`config.mk`:
```
export PLATFORM = sky130hd
export DESIGN_NAME = instr_fetch_unit_flat
export DESIGN_NICKNAME = d
export VERILOG_FILES = /design/src/rtl/instr_fetch_unit_if.sv /design/src/rtl/instr_fetch_unit.sv /design/src/flat_wrapper.sv
export SDC_FILE = /design/constraint.sdc
export NUM_CORES = 1
export LEC_CHECK = 0
export ABC_CLOCK_PERIOD_IN_PS = 1570
export CAP_MARGIN = 20
export CELL_PAD_IN_SITES_DETAIL_PLACEMENT = 0
export CELL_PAD_IN_SITES_GLOBAL_PLACEMENT = 2
export CORE_MARGIN = 5
export CORE_UTILIZATION = 22
export DETAILED_ROUTE_END_ITERATION = 7
export PLACE_DENSITY_LB_ADDON = 0.1
export SYNTH_ARGS = -nofsm -noshare
export SYNTH_HDL_FRONTEND = slang
export SYNTH_SLANG_ARGS = --single-unit
```
`constraint.sdc`:
```
create_clock -name clk -period 1.57 [get_ports clk]
set_input_delay 0.314 -clock clk [delete_from_list [all_inputs] [get_ports clk]]
set_output_delay 0.314 -clock clk [all_outputs]
set_load 0.005 [all_outputs]
```
`src/rtl/instr_fetch_unit_if.sv`:
```
// Fetch-unit bus bundle: instruction-memory req/ack port, decode valid/ready port and
// the execute-stage redirect inputs. master = fetch unit, slave = its environment.
interface instr_fetch_unit_if #(
  parameter int ADDR_W = 16
) ();
  logic              imem_req;
  logic [ADDR_W-1:0] imem_addr;
  logic              imem_ack;
  logic [15:0]       imem_rdata;

  logic              instr_valid;
  logic              instr_ready;
  logic [15:0]       instr;
  logic [15:0]       imm;
  logic [ADDR_W-1:0] instr_pc;

  logic              redirect_valid;
  logic [ADDR_W-1:0] redirect_pc;

  modport master (
    output imem_req, imem_addr,
    input  imem_ack, imem_rdata,
    output instr_valid, instr, imm, instr_pc,
    input  instr_ready,
    input  redirect_valid, redirect_pc
  );

  modport slave (
    input  imem_req, imem_addr,
    output imem_ack, imem_rdata,
    input  instr_valid, instr, imm, instr_pc,
    output instr_ready,
    output redirect_valid, redirect_pc
  );
endinterface

```
`src/rtl/instr_fetch_unit.sv`:
```
// Instruction fetch front end: walks the PC through instruction memory, assembles
// 1- or 2-word instructions and hands them to decode; execute may redirect the PC.
module instr_fetch_unit #(
  parameter int                 ADDR_W   = 16,
  parameter logic [ADDR_W-1:0]  RESET_PC = '0
) (
  input  logic                  clk,
  input  logic                  rst_n,
  instr_fetch_unit_if.master    bus,
  output logic [1:0]            state_dbg
);

  // Handshakes: a memory request stays up with a stable address until the cycle
  // imem_ack=1, which completes it with imem_rdata. A decode transfer happens on a
  // cycle where instr_valid & instr_ready; instr/imm/instr_pc hold while valid waits.
  typedef enum logic [1:0] {
    FETCH_OP  = 2'd0,
    FETCH_IMM = 2'd1,
    ISSUE     = 2'd2
  } state_t;

  localparam logic [ADDR_W-1:0] PC_ONE = {{(ADDR_W-1){1'b0}}, 1'b1};

  state_t            state_q, state_d;
  logic [ADDR_W-1:0] pc_q, pc_d;
  logic [15:0]       instr_q, instr_d;
  logic [15:0]       imm_q, imm_d;
  logic [ADDR_W-1:0] instr_pc_q, instr_pc_d;

  function automatic logic is_two_word(input logic [4:0] opcode);
    case (opcode)
      5'b00111, 5'b01110, 5'b01111, 5'b10100, 5'b10101: return 1'b1;
      default:                                          return 1'b0;
    endcase
  endfunction

  always_comb begin
    state_d    = state_q;
    pc_d       = pc_q;
    instr_d    = instr_q;
    imm_d      = imm_q;
    instr_pc_d = instr_pc_q;

    // A redirect wins in every state; any same-cycle memory word is dropped.
    if (bus.redirect_valid) begin
      pc_d    = bus.redirect_pc;
      state_d = FETCH_OP;
    end else begin
      case (state_q)
        FETCH_OP: begin
          if (bus.imem_ack) begin
            instr_d    = bus.imem_rdata;
            instr_pc_d = pc_q;
            imm_d      = '0;
            pc_d       = pc_q + PC_ONE;
            state_d    = is_two_word(bus.imem_rdata[15:11]) ? FETCH_IMM : ISSUE;
          end
        end
        FETCH_IMM: begin
          if (bus.imem_ack) begin
            imm_d   = bus.imem_rdata;
            pc_d    = pc_q + PC_ONE;
            state_d = ISSUE;
          end
        end
        ISSUE: begin
          if (bus.instr_ready) state_d = FETCH_OP;
        end
        default: state_d = FETCH_OP;
      endcase
    end
  end

  always_ff @(posedge clk) begin
    if (!rst_n) begin
      state_q    <= FETCH_OP;
      pc_q       <= RESET_PC;
      instr_q    <= '0;
      imm_q      <= '0;
      instr_pc_q <= '0;
    end else begin
      state_q    <= state_d;
      pc_q       <= pc_d;
      instr_q    <= instr_d;
      imm_q      <= imm_d;
      instr_pc_q <= instr_pc_d;
    end
  end

  // Outputs are gated by rst_n so nothing is requested or offered while held in reset.
  always_comb begin
    bus.imem_req    = rst_n & ((state_q == FETCH_OP) | (state_q == FETCH_IMM));
    bus.imem_addr   = pc_q;
    bus.instr_valid = rst_n & (state_q == ISSUE) & ~bus.redirect_valid;
    bus.instr       = instr_q;
    bus.imm         = imm_q;
    bus.instr_pc    = instr_pc_q;
    state_dbg       = state_q;
  end

`ifndef SYNTHESIS
  a_req_addr_stable : assert property (@(posedge clk) disable iff (!rst_n)
    (bus.imem_req && !bus.imem_ack && !bus.redirect_valid)
      |=> (bus.imem_req && $stable(bus.imem_addr)));

  a_issue_hold : assert property (@(posedge clk) disable iff (!rst_n)
    (bus.instr_valid && !bus.instr_ready)
      |=> $stable({instr_q, imm_q, instr_pc_q}));
`endif

endmodule
```
`src/flat_wrapper.sv`:
```
// flat-port wrapper written by rule: the top's interface ports become plain ports
module instr_fetch_unit_flat 
#(
  parameter int                 ADDR_W   = 16,
  parameter logic [ADDR_W-1:0]  RESET_PC = '0
)
  (clk, rst_n, state_dbg, bus_imem_req, bus_imem_addr, bus_imem_ack, bus_imem_rdata, bus_instr_valid, bus_instr, bus_imm, bus_instr_pc, bus_instr_ready, bus_redirect_valid, bus_redirect_pc);
  instr_fetch_unit_if #(.ADDR_W(ADDR_W)) bus_i ();
  input  logic clk;
  input  logic rst_n;
  output logic [1:0] state_dbg;
  output wire logic [$bits(bus_i.imem_req)-1:0] bus_imem_req;
  output wire logic [$bits(bus_i.imem_addr)-1:0] bus_imem_addr;
  input wire logic [$bits(bus_i.imem_ack)-1:0] bus_imem_ack;
  input wire logic [$bits(bus_i.imem_rdata)-1:0] bus_imem_rdata;
  output wire logic [$bits(bus_i.instr_valid)-1:0] bus_instr_valid;
  output wire logic [$bits(bus_i.instr)-1:0] bus_instr;
  output wire logic [$bits(bus_i.imm)-1:0] bus_imm;
  output wire logic [$bits(bus_i.instr_pc)-1:0] bus_instr_pc;
  input wire logic [$bits(bus_i.instr_ready)-1:0] bus_instr_ready;
  input wire logic [$bits(bus_i.redirect_valid)-1:0] bus_redirect_valid;
  input wire logic [$bits(bus_i.redirect_pc)-1:0] bus_redirect_pc;
  assign bus_imem_req = bus_i.imem_req;
  assign bus_imem_addr = bus_i.imem_addr;
  assign bus_i.imem_ack = bus_imem_ack;
  assign bus_i.imem_rdata = bus_imem_rdata;
  assign bus_instr_valid = bus_i.instr_valid;
  assign bus_instr = bus_i.instr;
  assign bus_imm = bus_i.imm;
  assign bus_instr_pc = bus_i.instr_pc;
  assign bus_i.instr_ready = bus_instr_ready;
  assign bus_i.redirect_valid = bus_redirect_valid;
  assign bus_i.redirect_pc = bus_redirect_pc;
  instr_fetch_unit #(.ADDR_W(ADDR_W), .RESET_PC(RESET_PC)) u_core (.clk(clk), .rst_n(rst_n), .bus(bus_i), .state_dbg(state_dbg));
endmodule
```
==> results.md, run 1 <==
* RSZ-0062 raised after global routing: yes
* Fillers at 1358
* Final setup fails at 0
* Initial antenna violation count at 0
* Placer Congestion at 0.736
* Inserted Diodes at 0
* Placed instance count at 625
* CP Capture Type: output pin
* Boundary Pins at 105
* Die Width at approximately 120 µm
* Grt total ovfl at 0
* Fin crit share at 0.980
* HP Start: u_core.bus.instr[5]$_SDFFE_PN0P_
* Least-Margin Pin Slew at slightly below 0.6 ns
* Final Critical Period at about 1.5 ns
* Full die area at about 0.015 mm²
* Vias per inst at between 4 and 5
* Required time of the critical path at about 1.3 ns
* Share of layout cells above drive strength 1 at 0.176
* Post-Route Utilization at 0.370
* Reg2Reg Capture Point: u_core.bus.imem_addr[12]$_SDFFE_PN0P_
* Rows at 41
* Post-detail-place hpwl at 6.90 mm
* Worst r2r src: u_core.state_dbg[1]$_SDFFE_PP0P_
* MaxCap Viol Count at 0
* R2R setup slack at 0.07 ns
* Residual DRC count at 0
* Routed Antenna Nets at 0
* IO buf count at about 100
* CP arrival at 1.22 ns
* Hold depth at 2
* Fmax at around 0.65 GHz
* DR WL/cell at ~15 µm
* Register Area at ~0.0013 mm²
* CTS clk-pin slew, worst paths at around 0.050 ns
* Hold Buf Count CTS at 0
* Worst slew margin at 0.606
* Final Max Tran Viols at 0
* CTS root buffer: clkbuf_16
* Register area share after synthesis at 0.467
* Initial Util at 0.224
* Post-synth cell types at a little over 40
* CTS tree: done
* Power Dens Cells at around 930 mW/mm²
* Worst setup path start: u_core.state_dbg[1]$_SDFFE_PP0P_
* Number of global-route vias before repair at between 2000 and 3000
* Largest net degree at the start of global routing at 66
* DRT iter0 DRCs at 85
* Worst reg-to-reg path cell count at 4
* Via Count at between 2000 and 3000
* Crit Path Class: flop to output pin
* Peak supply drop at roughly 330 µV
* Die height at approximately 120 µm
* Setup Skew at around 0.005 ns
* Total CTS buffers at 9
* Fin nets at ~500
* Clock Path Buffers at 2
* Finished Layout Cells at roughly 640
* Hold Path End: u_core.bus.instr[5]$_SDFFE_PN0P_
* CTS sink cnt at 66
* DRT Pass-1 Iters at 4
* Global-route wire length before repair at about 15 mm
* Run status: finished clean
* Hold Crit Class: flop to flop
* Max H-tree Level at 3
* Synth Warn # at 0
* Mapped Cells at 331
* Multi-input logic area at about 0.0014 mm²
* Yosys reg bits at 66
* Max Fanout on Critical Path at 4
* LEAKAGE at between 1.5 and 2 nW
* Net count after synthesis at 369
* CORE AREA at between 0.01 and 0.015 mm²
* Synth-to-Final Area Change at 65.0%
* Crit path launch type: flop
* Routed WL at 9.70 mm
* Cell area after synthesis at roughly 0.0028 mm²
* Final Hold Viols at 0
* Clock latency on the worst-skew pair at ~0.34 ns
* GRT Total Usage at 0.133
* Avg Synthesized Cell Area at 8.55 µm²
## kinds of logic (layout without fill, tap and decap cells)
| group | Yosys count | count (layout) | synth area share |
|---|---|---|---|
| fa+ha+maj | 1 | 1 | 0.00442 |
| buf+inv | 27 | 168 | 0.0473 |
| compound gates | 83 | 83 | 0.200 |
| xor+xnor | 10 | 10 | 0.0309 |
| flops | 66 | 66 | 0.467 |
| mux | 1 | 1 | 0.00354 |
| simple gates | 143 | 143 | 0.247 |
## where the power goes
group / internal [W] / total (W) / switching, W / leakage, nW
Sequential: 0.00174 / 0.00179 / 0.0000475 / 0.543
Clock: 0.00123 / 0.00197 / 0.000748 / 0.138
Combinational: 0.000334 / 0.000582 / 0.000248 / 1.13
Total: 0.00330 / 0.00434 / 0.00104 / 1.81
## critical path, cell delays in order, from the launching register on
cell	delay, ns
dfxtp_4	0.36
buf_6	0.12
nor2b_1	0.16
clkdlybuf4s15_2	0.24
## cells in the mapped netlist, drive strengths merged
library cell    n  area (µm²)
nand2          88         330
dfxtp          66        1320
a21boi         48         360
nand3          19        95.1
o21ai          18        90.1
clkbuf         16        60.1
a31oi           6        37.5
buf             6        42.5
nand4           6        52.6
a21oi           5        25.0
nand2b          5        31.3
nor2b           5        31.3
xnor2           5        43.8
xor2            5        43.8
and2            4        25.0
or3             4        27.5
inv             3        11.3
o211a           3        30.0
and3            2        12.5
and4            2        17.5
nor3b           2        20.0
a32o            1        10.0
and4b           1        11.3
clkdlybuf4s50   1        11.3
dlygate4sd1     1        8.76
ha              1        12.5
mux2i           1        10.0
nand3b          1        7.51
nor2            1        11.3
nor4bb          1        10.0
o22ai           1        6.26
o31ai           1        7.51
or3b            1        8.76
or4             1        7.51
## metrics by stage
step           worst slack (ns)  TNS (ns)  hold WS [ns]  area (µm²)  power, W
3_5_place_dp             -0.456    -23.19         0.448        4310   0.00242
4_1_cts                 0.00199         0         0.456        4630   0.00443
3_3_place_gp             -0.410    -20.76         0.443        4310   0.00243
5_1_grt                 -0.0246    -0.127         0.470        4670   0.00457
6_report                 0.0320         0         0.449        4670   0.00434
2_1_floorplan           0.00903         0         0.449        2830   0.00203
## cells in the final DEF, fill, tap and decap left out, types with 6 or more instances in the layout
cell / n
a21boi_1: 22
clkbuf_16: 9
nand3_1: 19
a21boi_0: 24
a31oi_1: 6
o21ai_0: 18
clkdlybuf4s50_1: 83
nand2_1: 87
dfxtp_2: 6
buf_4: 39
dlygate4sd2_1: 14
dfxtp_1: 55
## layout make-up
type / instances / share of cell area
clock buffers: 13 / 0.0514
clock inverters: 3 / 0.00857
inverters: 3 / 0.00241
multi-input cells: 238 / 0.301
flip-flops and latches: 66 / 0.289
well taps: 172 / 0.0461
repair buffers: 149 / 0.302
## timing repair
action | CTS | global route
pin swaps | 4 | 2
buffers inserted | 0 | 3
setup endpoints to repair | 56 | 40
gates resized for setup | 49 | 21
## flip-flops by register name (all words and copies together), names as in the netlist
register and cells:
u_core.bus.imem_addr 16, u_core.bus.imm 16, u_core.bus.instr 16, u_core.bus.instr_pc 16, u_core.state_dbg 2
## worst max-delay path by stage
stage,end,slack [ns],depth (start not counted)
finish,bus_imem_req,0.03,3
global route,u_core.bus.instr_pc[15]$_SDFFE_PN0P_,-0.02,6
CTS,u_core.bus.instr[14]$_SDFFE_PN0P_,0.002,6
detailed placement,u_core.bus.imem_addr[14]$_SDFFE_PN0P_,-0.46,5
global placement,u_core.bus.imem_addr[14]$_SDFFE_PN0P_,-0.41,5
floorplan,u_core.bus.imem_addr[14]$_SDFFE_PN0P_,0.009,5
## per-layer routing
| layer | routed length [µm] | GRT usage |
|---|---|---|
| met1 | 4470 | 0.166 |
| met2 | 4480 | 0.213 |
| met3 | 561 | 0.0371 |
| met4 | 185 | 0.0623 |
| met5 | 0 | 0 |
Note: power is estimated with default switching activity, not from simulation.
==> run 2: changes to the inputs <==
Settings changed: RECOVER_POWER from default to 25.
==> run 2 against run 1 <==
  * Critical path depth stayed put
  * Setup slack worse by 0.0075 ns
  * Flip-flop and latch count stayed put
  * Largest cell class is now multi-input gates
  * First-iteration DRC count is 5.9% higher
  * Fmax is 0.49% lower
  * Sequential power hardly changed
  * Register-to-register slack hardly changed
  * Total power hardly changed
  * Cell count stayed put
  * Die area stayed put
  * Clock power hardly changed
==> results.md, run 2 (synthesis results as in run 1) <==
* Final Max Tran Viols at 0
* Power Dens Cells at 933 mW/mm²
* Initial antenna violation count at 0
* Fillers at 1362
* Max incr delay on CP at between 0.3 and 0.4 ns
* Commonest non-fill, non-tap cell in the layout: nand2_1
* Boundary Pins at approximately 110
* Synth-to-Final Area Change at 64.4%
* Vias per inst at 4.31
* CP arrival at around 1.2 ns
* CTS root buffer: clkbuf_16
* Max Fanout on Critical Path at 4
* Die Width at approximately 120 µm
* Final Hold Viols at 0
* Worst slew margin at 0.607
* Initial Util at 0.224
* Most frequent cells in the layout: 87 x nand2_1, 83 x clkdlybuf4s50_1, 57 x dfxtp_1
* Routed WL at roughly 9.7 mm
* Largest net degree at the start of global routing at 66
* Met1 Use GR at 0.166
* Required time of the critical path at 1.26 ns
* Inserted Diodes at 0
* Rows at 41
* Crit Path Class: flop to output pin
* Final setup fails at 0
* CTS clk-pin slew, worst paths at about 0.050 ns
* Peak supply drop at around 330 µV
* Placer Congestion at between 0.7 and 0.8
* Met3 usage in global routing at 0.0371
* Placed instance count at ~630
* Run status: finished clean
* Fmax at 0.647 GHz
* Crit-path leading delay family: buffers and inverters
* LEAKAGE at roughly 1.8 nW
* Via Count at between 2000 and 3000
* CP Capture Type: output pin
* Hold Crit Class: flop to flop
* Crit path launch type: flop
* Global-route wire length before repair at about 15 mm
* Final Critical Period at between 1.5 and 2 ns
* Total CTS buffers at 9
* Number of global-route vias before repair at 2830
* Residual DRC count at 0
* DRT Pass-1 Iters at 4
* Routed Antenna Nets at 0
* Fin crit share at 0.984
* Finished Layout Cells at 644
* Max H-tree Level at 3
* Fin Setup TNS at 0 ns
* Share of layout cells above drive strength 1 at 0.169
* Full die area at 0.0152 mm²
* IO buf count at between 100 and 150
* CTS tree: done
* Met2 Use GR at 0.213
* Area after DPL at 0.00431 mm²
* WP buf/inv at 2
* GR peak layer: met2
* CORE AREA at roughly 0.013 mm²
* GRT Total Usage at 0.133
* RSZ-0062 raised after global routing: yes
* DR WL/cell at approximately 15 µm
* Setup Skew at ~0.0049 ns
* Fin nets at roughly 500
* Grt total ovfl at 0
* Die height at about 120 µm
* Final instance area at approximately 0.0047 mm²
* Clock latency on the worst-skew pair at roughly 0.34 ns
* Post-detail-place hpwl at around 6.9 mm
* Clock Path Buffers at 2
* MaxCap Viol Count at 0
* Least-Margin Pin Slew at around 0.59 ns
* DRT iter0 DRCs at 90
* Crit path cell chain: buf_6, nor2b_1, clkdlybuf4s15_2
* CTS sink cnt at between 60 and 70
* Slowest-stage cell, CP: dfxtp_4
run 2: final cells by class:
cell class | instances | area (µm²) | share of cell area
Multi-Input combinational cell | 238 | 1410 | 0.302
Timing Repair Buffer | 149 | 1400 | 0.301
Sequential cell | 66 | 1340 | 0.288
Clock buffer | 13 | 240 | 0.0516
Tap cell | 172 | 215 | 0.0462
Clock inverter | 3 | 40.0 | 0.00860
Inverter | 3 | 11.3 | 0.00242
run 2: worst paths after layout:
kind	startpoint	endpoint	slack (ns)	cells after the start
setup / recovery	u_core.state_dbg[1]$_SDFFE_PP0P_	bus_imem_req	0.02	3
hold / removal	u_core.bus.instr[5]$_SDFFE_PN0P_	u_core.bus.instr[5]$_SDFFE_PN0P_	0.45	2
setup reg to reg	u_core.state_dbg[1]$_SDFFE_PP0P_	u_core.bus.imem_addr[12]$_SDFFE_PN0P_	0.06	4
hold reg to reg	u_core.bus.instr[5]$_SDFFE_PN0P_	u_core.bus.instr[5]$_SDFFE_PN0P_	0.45	2
run 2: repair_timing:
item,in CTS,in global routing
buffers inserted,0,3
resized for setup,49,21
setup endpoints to repair,56,40
hold buffers,0,0
pin swaps,4,2
run 2: where the power goes:
part	total (W)	switching [W]	internal (W)
sequential	0.00179	0.0000478	0.00174
clock	0.00197	0.000747	0.00123
combinational	0.000582	0.000248	0.000334
total	0.00434	0.00104	0.00330
run 2: per-layer routing:
| layer | up-vias | routed length, µm |
|---|---|---|
| met5 | - | 0 |
| met4 | 0 | 185 |
| met2 | 70 | 4500 |
| met1 | 1291 | 4470 |
| met3 | 12 | 562 |
| li1 | 1400 | - |
run 2: tightest hold or removal path, stage by stage (launching register included):
cell and delay [ns]:
dfxtp_1 0.30, nand2_1 0.05, a21boi_1 0.05
run 2: stage by stage:
| stage | total power [W] | setup WS [ns] | hold WS [ns] | utilization |
|---|---|---|---|---|
| after global placement | 0.00243 | -0.410 | 0.443 | 0.342 |
| final | 0.00434 | 0.0245 | 0.449 | 0.369 |
| after global routing | 0.00457 | -0.0246 | 0.470 | 0.369 |
| after detailed placement | 0.00242 | -0.456 | 0.448 | 0.342 |
| after floorplan | 0.00203 | 0.00903 | 0.449 | - |
| after CTS | 0.00443 | 0.00199 | 0.456 | 0.367 |
